==> src/rtl/tile_sched.sv <==
// tile_sched: raster tracker and tile colour resolver over a double-buffered tile table; 2 cen-cycle latency.
// Config port is held off (ready low) while a commit waits for frame start. Define TILE_SCHED_BORDER_EN to draw tile borders in colour 3.
module tile_sched #(
  parameter int NUM_TILES = 8,
  parameter int H_ACTIVE  = 1920,
  parameter int V_OFFSET  = 46,
  parameter int V_ACTIVE  = 1080
) (
  input  logic        clk_i,
  input  logic        rst_n_i,
  input  logic        cen_i,
  input  logic [3:0]  fvht_i,
  input  logic        cfg_valid_i,
  output logic        cfg_ready_o,
  input  logic [3:0]  cfg_idx_i,
  input  logic [14:0] cfg_data_i,
  input  logic        commit_i,
  output logic        commit_pending_o,
  output logic        frame_start_o,
  output logic        active_o,
  output logic [1:0]  colour_sel_o,
  output logic [3:0]  fvht_o
);

  typedef struct packed {
    logic       en;
    logic [1:0] colour;
    logic [5:0] col;
    logic [5:0] row;
  } tile_t;

  typedef struct packed {
    logic [1:0] gran;
    logic [1:0] bg;
  } glob_t;

  localparam logic [11:0] H_LIM    = 12'(H_ACTIVE);
  localparam logic [11:0] V_LO     = 12'(V_OFFSET);
  localparam logic [11:0] V_HI     = 12'(V_OFFSET + V_ACTIVE);
  localparam glob_t       GLOB_RST = '{gran: 2'd1, bg: 2'd0};

  tile_t       shd_tile [NUM_TILES];
  tile_t       act_tile [NUM_TILES];
  glob_t       shd_glob;
  glob_t       act_glob;
  logic        pending;

  logic        prev_h;
  logic        prev_v;
  logic [11:0] hcount;
  logic [11:0] vcount;
  logic [11:0] hcount_n;
  logic [11:0] vcount_n;
  logic [6:0]  px_sub;
  logic [6:0]  ln_sub;
  logic [6:0]  px_sub_n;
  logic [6:0]  ln_sub_n;
  logic [5:0]  col;
  logic [5:0]  row;
  logic [5:0]  col_n;
  logic [5:0]  row_n;
  logic [3:0]  fvht_s1;
  logic        fs_s1;

  logic        h_fall;
  logic        v_rise;
  logic        line_act;
  logic        fs_apply;
  logic        cfg_we;
  logic [6:0]  size;

  function automatic logic [6:0] pitch(input logic [1:0] g);
    case (g)
      2'd0:    return 7'd120;
      2'd1:    return 7'd60;
      2'd2:    return 7'd40;
      default: return 7'd30;
    endcase
  endfunction

  assign size             = pitch(act_glob.gran);
  assign h_fall           = prev_h & ~fvht_i[1];
  assign v_rise           = fvht_i[2] & ~prev_v;
  assign line_act         = (vcount >= V_LO) && (vcount < V_HI);
  assign fs_apply         = pending & v_rise & cen_i;
  assign cfg_we           = cfg_valid_i & ~pending;
  assign cfg_ready_o      = ~pending;
  assign commit_pending_o = pending;

  // Raster and tile sub-counters; frame start overrides everything vertical.
  always_comb begin
    hcount_n = hcount;
    vcount_n = vcount;
    px_sub_n = px_sub;
    ln_sub_n = ln_sub;
    col_n    = col;
    row_n    = row;
    if (h_fall) begin
      hcount_n = 12'd0;
      vcount_n = vcount + 12'd1;
      px_sub_n = 7'd0;
      col_n    = 6'd0;
      if (line_act) begin
        if (ln_sub == size - 7'd1) begin
          ln_sub_n = 7'd0;
          row_n    = row + 6'd1;
        end else begin
          ln_sub_n = ln_sub + 7'd1;
        end
      end
    end else if (!fvht_i[1]) begin
      hcount_n = hcount + 12'd1;
      if (px_sub == size - 7'd1) begin
        px_sub_n = 7'd0;
        col_n    = col + 6'd1;
      end else begin
        px_sub_n = px_sub + 7'd1;
      end
    end
    if (v_rise) begin
      vcount_n = 12'd0;
      ln_sub_n = 7'd0;
      row_n    = 6'd0;
    end
  end

  always_ff @(posedge clk_i or negedge rst_n_i) begin
    if (!rst_n_i) begin
      prev_h  <= 1'b0;
      prev_v  <= 1'b1;   // no frame start until a genuine v-blank rising edge
      hcount  <= 12'd0;
      vcount  <= 12'd0;
      px_sub  <= 7'd0;
      ln_sub  <= 7'd0;
      col     <= 6'd0;
      row     <= 6'd0;
      fvht_s1 <= 4'd0;
      fs_s1   <= 1'b0;
    end else if (cen_i) begin
      prev_h  <= fvht_i[1];
      prev_v  <= fvht_i[2];
      hcount  <= hcount_n;
      vcount  <= vcount_n;
      px_sub  <= px_sub_n;
      ln_sub  <= ln_sub_n;
      col     <= col_n;
      row     <= row_n;
      fvht_s1 <= fvht_i;
      fs_s1   <= v_rise;
    end
  end

  logic       act_s2;
  logic       hit;
  logic [1:0] tile_col;
  logic [1:0] colour_n;

  // Descending scan so the lowest matching index is the last writer.
  always_comb begin
    act_s2   = ~fvht_s1[1] && (hcount < H_LIM) && line_act;
    hit      = 1'b0;
    tile_col = 2'd0;
    for (int i = NUM_TILES - 1; i >= 0; i--) begin
      if (act_tile[i].en && act_tile[i].col == col && act_tile[i].row == row) begin
        hit      = 1'b1;
        tile_col = act_tile[i].colour;
      end
    end
`ifdef TILE_SCHED_BORDER_EN
    if (hit && (px_sub == 7'd0 || px_sub == size - 7'd1 ||
                ln_sub == 7'd0 || ln_sub == size - 7'd1)) begin
      tile_col = 2'd3;
    end
`endif
    if (!act_s2) begin
      colour_n = 2'd0;
    end else if (hit) begin
      colour_n = tile_col;
    end else begin
      colour_n = act_glob.bg;
    end
  end

  always_ff @(posedge clk_i or negedge rst_n_i) begin
    if (!rst_n_i) begin
      active_o      <= 1'b0;
      colour_sel_o  <= 2'd0;
      fvht_o        <= 4'd0;
      frame_start_o <= 1'b0;
    end else if (cen_i) begin
      active_o      <= act_s2;
      colour_sel_o  <= colour_n;
      fvht_o        <= fvht_s1;
      frame_start_o <= fs_s1;
    end
  end

  // Shadow table: host writes are independent of the pixel clock enable.
  always_ff @(posedge clk_i or negedge rst_n_i) begin
    if (!rst_n_i) begin
      for (int i = 0; i < NUM_TILES; i++) shd_tile[i] <= '0;
      shd_glob <= GLOB_RST;
    end else if (cfg_we) begin
      if (cfg_idx_i == 4'hF) begin
        shd_glob <= glob_t'(cfg_data_i[3:0]);
      end
      for (int i = 0; i < NUM_TILES; i++) begin
        if (cfg_idx_i == 4'(i)) shd_tile[i] <= tile_t'(cfg_data_i);
      end
    end
  end

  always_ff @(posedge clk_i or negedge rst_n_i) begin
    if (!rst_n_i) begin
      for (int i = 0; i < NUM_TILES; i++) act_tile[i] <= '0;
      act_glob <= GLOB_RST;
    end else if (fs_apply) begin
      for (int i = 0; i < NUM_TILES; i++) act_tile[i] <= shd_tile[i];
      act_glob <= shd_glob;
    end
  end

  // Pending flag is registered, so a commit on the frame-start cycle waits a frame.
  always_ff @(posedge clk_i or negedge rst_n_i) begin
    if (!rst_n_i) begin
      pending <= 1'b0;
    end else if (fs_apply) begin
      pending <= 1'b0;
    end else if (commit_i) begin
      pending <= 1'b1;
    end
  end

endmodule

==> config.mk <==
export PLATFORM = sky130hd
export DESIGN_NAME = tile_sched
export DESIGN_NICKNAME = d
export VERILOG_FILES = /design/src/rtl/tile_sched.sv
export SDC_FILE = /design/constraint.sdc
export NUM_CORES = 1
export LEC_CHECK = 0
export ABC_AREA = 1
export CAP_MARGIN = 40
export CORE_ASPECT_RATIO = 1.2
export CORE_MARGIN = 2
export CORE_UTILIZATION = 56
export CTS_CLUSTER_DIAMETER = 30
export CTS_CLUSTER_SIZE = 24
export DETAILED_ROUTE_END_ITERATION = 8
export PLACE_DENSITY = 0.82
export SYNTH_ARGS = -nofsm -noshare
export SYNTH_HDL_FRONTEND = slang
export SYNTH_SLANG_ARGS = --single-unit
==> constraint.sdc <==
create_clock -name clk_i -period 1.8 [get_ports clk_i]
set_input_delay 0.36 -clock clk_i [delete_from_list [all_inputs] [get_ports clk_i]]
set_output_delay 0.36 -clock clk_i [all_outputs]
set_load 0.03 [all_outputs]
==> summary.txt, run 1 <==
Outcome
  • Status: finished, violations left
  • Failing checks: setup timing

Clocking
  • Clock latency at the later pin of the worst-skew pair: 0.56 ns
  • Root buf cell: clkbuf_16
  • Clk slew on worst S/H paths: 0.05 ns
  • CTS tree: built
  • Clock Tree Buf Depth: 3
  • Num CTS Buffers: 56
  • H-tree Lvls: 2
  • Clock sinks: 313

STA
  • Clk_skew: slightly above 0.02 ns
  • Pins Over Slew Limit: 0
  • Hold_ws: 0.223 ns
  • Slew headroom: 0.650
  • RSZ-0062 raised after global routing: yes
  • Final setup margin: -0.427 ns
  • Final period utilization: 1.24
  • Maximum clock rate: between 400 and 500 MHz
  • Final Hold Viols: 0
  • Final setup violation count: 25
  • Final worst path period need: 2.23 ns
  • Tightest Pin Transition: ~0.53 ns

Synthesis
  • Instance count of the mapped netlist: 1464
  • Syn_area_per_cell: 9.55 µm²
  • Register area share after synthesis: 0.560
  • Synth Cell Area: 14000 µm²
  • Synth cell types: 54
  • Predominant post-synthesis flop cell: dfrtp_1
  • Post-synth EDFFs: 0
  • Synth Warn #: 0
  • Synthesized flop and latch total: 313
  • Synthesized Nets: 1499
  • Async SR Flop Fraction: 1.00

Pwr
  • Overall Power: 24.9 mW
  • Peak VDD IR: between 900 and 1000 µV
  • LEAKAGE: 9.09 nW
  • Total power density per cell area: 1350 nW/µm²

Placement
  • Port bufs: 37
  • DP Wirelength: roughly 24000 µm
  • Setup WS pre-CTS: -0.531 ns
  • Gpl congestion: 0.915

Route
  • Wire per inst: 20.3 µm
  • Detailed Routing Iterations Pass 1: 6
  • Number of routed nets with antenna violations: 0
  • Initial DRC Count: 1060
  • Total Wirelength: 41400 µm
  • Average vias per placed instance: 5.87
  • Via count: 12000
  • Remaining DRCs: 0

GRT
  • GR Util All Layers: 0.305
  • Global-route wire length before repair: 62500 µm
  • Vias in the first global route: 12000
  • Grt ovf: 0
  • Initial antenna violation count: 0
  • Largest net degree at the start of global routing: between 70 and 80

Critical path
  • Worst Path Required: roughly 2.2 ns
  • Arrival @ worst endpoint: about 2.7 ns
  • Type of origin of the critical path: flip-flop
  • Critical path class: reg -> reg
  • Critical-path maximum fanout: 3
  • Crit path capture type: flip-flop
  • Worst R2R Path Depth: 14
  • Reg2Reg Launch Point: col[3]
  • Critical Path Start: col[3]

Hold path
  • Hold WC Path Type: in -> async

Floorplan
  • Die width: 148 µm
  • Die Ht: 177 µm
  • Core Box Area: ~25000 µm²
  • Row count: 63
  • I/O Pins: 38
  • Die area: ~26000 µm²
  • Starting Density: 0.569

Layout
  • Layout area overhead: 32.0%
  • Sequential cell area: 7840 µm²
  • Share of layout cells above drive strength 1: 0.299
  • Area of the multi-input gates: 5800 µm²
  • # fillers: 1474
  • Final Net Count: 1703
  • Core Util, Final: 0.750
  • N_diodes: 0

Run
  • Max-cap violation count: 0
[cell usage after synthesis, types with 4 or more instances]
master,number,area (µm²)
a21boi_0,4,30.0
a21oi_1,56,280
a22o_1,4,35.0
buf_2,15,75.1
buf_4,9,67.6
buf_6,5,56.3
clkbuf_1,30,113
dfrtp_1,310,7760
ha_1,7,87.6
inv_1,99,372
inv_2,25,93.8
mux2_2,94,1060
nand2_1,327,1230
nand2_2,7,43.8
nand3_1,35,175
nand4_1,11,68.8
nor2_1,101,379
nor2_2,10,62.6
nor2_4,4,45.0
nor3_1,20,100
nor3_2,6,60.1
nor3b_1,4,30.0
o2111ai_1,5,43.8
o21ai_0,166,831
o21ai_1,17,85.1
o22ai_1,12,75.1
xnor2_1,29,254
xor2_1,13,114
[repair_timing]
item | in CTS | in global routing
cloned | 1 | 0
gates resized for setup | 83 | 79
pin swaps | 27 | 30
endpoints found under the setup margin | 32 | 37
setup buffers | 16 | 15
endpoints found under the hold margin | 239 | 0
hold buffers | 1 | 0
[worst paths after layout]
path / endpoint / slack, ns
worst min-delay path: shd_tile[13] / 0.22
max in group asynchronous: col[4] / 0.90
worst min register to register: fvht_o[3] / 0.47
min in group clk_i: fvht_s1[3] / 0.35
worst max-delay path: colour_sel_o[0] / -0.43
worst max register to register: colour_sel_o[0] / -0.43
[worst max-delay path, stage by stage (launching register included)]
cell	delay (ns)
dfrtp_1	0.43
buf_4	0.16
nand2_1	0.06
nand2_1	0.11
nor2_1	0.14
nand4_1	0.18
a211oi_2	0.25
buf_4	0.19
nand2_4	0.06
nand2_4	0.11
nor2_4	0.05
a21boi_1	0.17
nand2_2	0.09
nand2_1	0.08
nand2_1	0.04
[placed cells by master, fill, tap and decap left out, types with 25 or more instances in the layout]
| cell type | Yosys | routed |
|---|---|---|
| nand2_1 | 327 | 311 |
| nor2_1 | 101 | 86 |
| inv_1 | 99 | 97 |
| dfrtp_1 | 310 | 307 |
| mux2_2 | 94 | 94 |
| clkdlybuf4s50_1 | 0 | 25 |
| nand3_1 | 35 | 27 |
| o21ai_0 | 166 | 149 |
| clkbuf_16 | 0 | 58 |
| xnor2_1 | 29 | 29 |
| a21oi_1 | 56 | 51 |
| buf_4 | 9 | 132 |
[final cells by class]
type / count / share of cell area
clock buffers: 67 / 0.0848
inverters: 125 / 0.0269
well taps: 325 / 0.0220
multi-input cells: 966 / 0.314
repair buffers: 205 / 0.105
flip-flops and latches: 313 / 0.425
repair inverters: 1 / 0.000475
clock inverters: 38 / 0.0217
[metrics by stage]
step	instances	setup TNS (ns)	cell area (µm²)
6_report	2040	-5.15	18500
2_1_floorplan	1464	0	14000
4_1_cts	2028	-1.01	18100
5_1_grt	2040	-6.73	18500
3_3_place_gp	1906	-45.61	15800
3_5_place_dp	1906	-51.83	15800
[sequential cells by signal (all words and copies together) (netlist names), 2 cells and up]
signal / flops
col: 6
hcount: 12
ln_sub: 7
fvht_o: 4
fvht_s1: 4
act_tile: 120
colour_sel_o: 2
shd_tile: 120
vcount: 12
act_glob: 4
row: 6
px_sub: 7
shd_glob: 4
[per-layer routing]
layer,global-route usage,vias to the layer above,wire length [µm]
met5,0,-,0
met4,0.158,0,2140
met3,0.0523,153,2490
met2,0.527,593,21300
met1,0.367,5971,15400
li1,-,5250,-
[where the power goes]
group | internal, mW | total [mW] | leakage (nW) | switching (mW)
logic | 2.19 | 4.79 | 4.01 | 2.60
clock network | 6.96 | 10.7 | 0.943 | 3.77
registers | 8.32 | 9.35 | 4.13 | 1.03
total | 17.5 | 24.9 | 9.09 | 7.40
[cells by family (layout without fill, tap and decap cells)]
logic type,Yosys count,after routing,share of synthesized area
AOI/OAI and AO/OA,280,280,0.108
buffers and inverters,185,436,0.0561
adders and majority gates,7,7,0.00626
xor gates and xnor gates,42,42,0.0263
and+or+nand+nor,543,543,0.167
muxes,94,94,0.0757
DFF,313,313,0.560
(Power assumes the default switching activity.)
==> run 2, diff against run 1 <==
--- a/config.mk
+++ b/config.mk
@@ -13,7 +13,7 @@
 export CTS_CLUSTER_DIAMETER = 30
 export CTS_CLUSTER_SIZE = 24
 export DETAILED_ROUTE_END_ITERATION = 8
-export PLACE_DENSITY = 0.82
+export PLACE_DENSITY = 0.73
 export SYNTH_ARGS = -nofsm -noshare
 export SYNTH_HDL_FRONTEND = slang
 export SYNTH_SLANG_ARGS = --single-unit
==> summary.txt, run 2 (synthesized netlist as in run 1, its figures left out) <==
STA
  • Hold_ws: 0.214 ns
  • Clk_skew: 0.0243 ns
  • Final setup margin: -0.376 ns
  • Final worst path period need: 2.18 ns
  • Pins Over Slew Limit: 0
  • Final setup violation count: 18
  • RSZ-0062 raised after global routing: yes
  • Maximum clock rate: between 400 and 500 MHz
  • TNS Setup: -1.52 ns
  • Tightest Pin Transition: roughly 0.44 ns
  • Slew headroom: 0.707
  • Final period utilization: 1.21
  • Final Hold Viols: 0

Clocking
  • H-tree Lvls: 2
  • Root buf cell: clkbuf_16
  • Clock sinks: 313
  • Clock Tree Buf Depth: 3
  • Clk slew on worst S/H paths: about 0.050 ns
  • CTS tree: built
  • Clock latency at the later pin of the worst-skew pair: about 0.56 ns
  • Num CTS Buffers: 55

Layout
  • Regs by FF count: act_tile: 120 flops, shd_tile: 120 flops
  • Filler-free cell count of the finished design: 2058
  • Most frequent cells in the layout: nand2_1 (314), dfrtp_1 (304), buf_4 (155)
  • Final Net Count: roughly 1700
  • Commonest non-fill, non-tap cell in the layout: nand2_1
  • Core Util, Final: 0.751
  • Design Area, Final: about 18000 µm²
  • Layout area overhead: 32.1%
  • Share of layout cells above drive strength 1: 0.295
  • N_diodes: 0

Route
  • Initial DRC Count: 761
  • Wire per inst: about 19 µm
  • Detailed Routing Iterations Pass 1: 8
  • Number of routed nets with antenna violations: 0
  • Total Wirelength: slightly below 40000 µm
  • Via count: 11400
  • Remaining DRCs: 0
  • Average vias per placed instance: approximately 5.6

Floorplan
  • Die area: 26300 µm²
  • Starting Density: 0.569
  • Row count: 63
  • Die width: 148 µm
  • Die Ht: ~180 µm
  • Core Box Area: 24600 µm²
  • I/O Pins: 38

Critical path
  • Critical Path Max Stage Delay: 0.48 ns
  • Crit path cell chain: clkinvlp_4 -> buf_6 -> nand2_2 -> nand2_1 -> nor2_1 -> nand4_1 -> nor2_2 -> nand2_2 -> or2_0 -> nand3_1 -> nand2_1 -> nand2_1 -> nand2_2 -> nand2_2 -> nand2_1
  • Arrival @ worst endpoint: 2.60 ns
  • Max stage delay cell, worst path: dfrtp_2
  • CP top delay family: simple AND/OR/NAND/NOR gates
  • Critical path class: reg -> reg
  • Crit path capture type: flip-flop
  • Critical-path maximum fanout: 4
  • Worst Path Required: 2.23 ns
  • Buf/Inv on CP: 2
  • Type of origin of the critical path: flip-flop

GRT
  • Initial antenna violation count: 0
  • Grt ovf: 0
  • Largest net degree at the start of global routing: 59
  • Vias in the first global route: 11600
  • GR Util All Layers: 0.291
  • Global-route wire length before repair: around 60000 µm

Pwr
  • Total power density per cell area: 1320 nW/µm²
  • Overall Power: 24.5 mW
  • Peak VDD IR: 851 µV
  • LEAKAGE: between 9 and 10 nW

Outcome
  • Failing checks: setup timing
  • Status: finished, violations left

Placement
  • DP Wirelength: 24400 µm
  • Placed Instances: between 1500 and 2000
  • Setup WS pre-CTS: -0.542 ns
  • Port bufs: 37
  • Placed Area: 15900 µm²
  • Gpl congestion: 0.892

Hold path
  • Hold WC Path Type: in -> reg

Run
  • Max-cap violation count: 0
run 2: worst min-delay path, delay by kind of cell:
kind          cells  cell delay [ns]
buf+inv           1             0.19
simple gates      2             0.17
run 2: final timing paths:
| check | slack (ns) | cells past startpoint | end | start |
|---|---|---|---|---|
| max in group asynchronous | 0.78 | 3 | shd_glob[2] | rst_n_i |
| worst min register to register | 0.47 | 1 | fvht_o[1] | fvht_o[1] |
| worst min-delay path | 0.21 | 3 | fvht_s1[2] | cen_i |
| min in group asynchronous | 0.31 | 2 | vcount[0] | rst_n_i |
| worst max register to register | -0.38 | 15 | colour_sel_o[1] | row[5] |
| worst max-delay path | -0.38 | 15 | colour_sel_o[1] | row[5] |
run 2: power by group:
group | switching, mW | internal, mW
Clock | 3.68 | 6.70
Sequential | 0.955 | 8.33
Combinational | 2.53 | 2.28
run 2: cell type report:
cell class / count / area [µm²]
sequential: 313 / 7840
fill: 1602 / 6120
timing repair inverter: 2 / 18.8
clock inverter: 38 / 422
multi-input combinational: 966 / 5780
timing repair buffer: 223 / 2030
tap: 325 / 407
clock buffer: 66 / 1460
inverter: 125 / 507
run 2: timing repair:
item                                    4_1_cts  5_1_grt
gates resized for setup                      60       96
gates cloned                                  2        0
hold endpoints to repair                     36        0
endpoints found under the setup margin       29       38
pin swaps                                    10       16
setup buffers                                16        9
hold buffers                                  1        0
run 2: layer usage:
metal,part of all wire,wire [µm],track usage
met1,0.39,15100,0.363
met2,0.51,19700,0.502
met3,0.047,1820,0.0381
met4,0.051,1960,0.144
met5,0,0,0
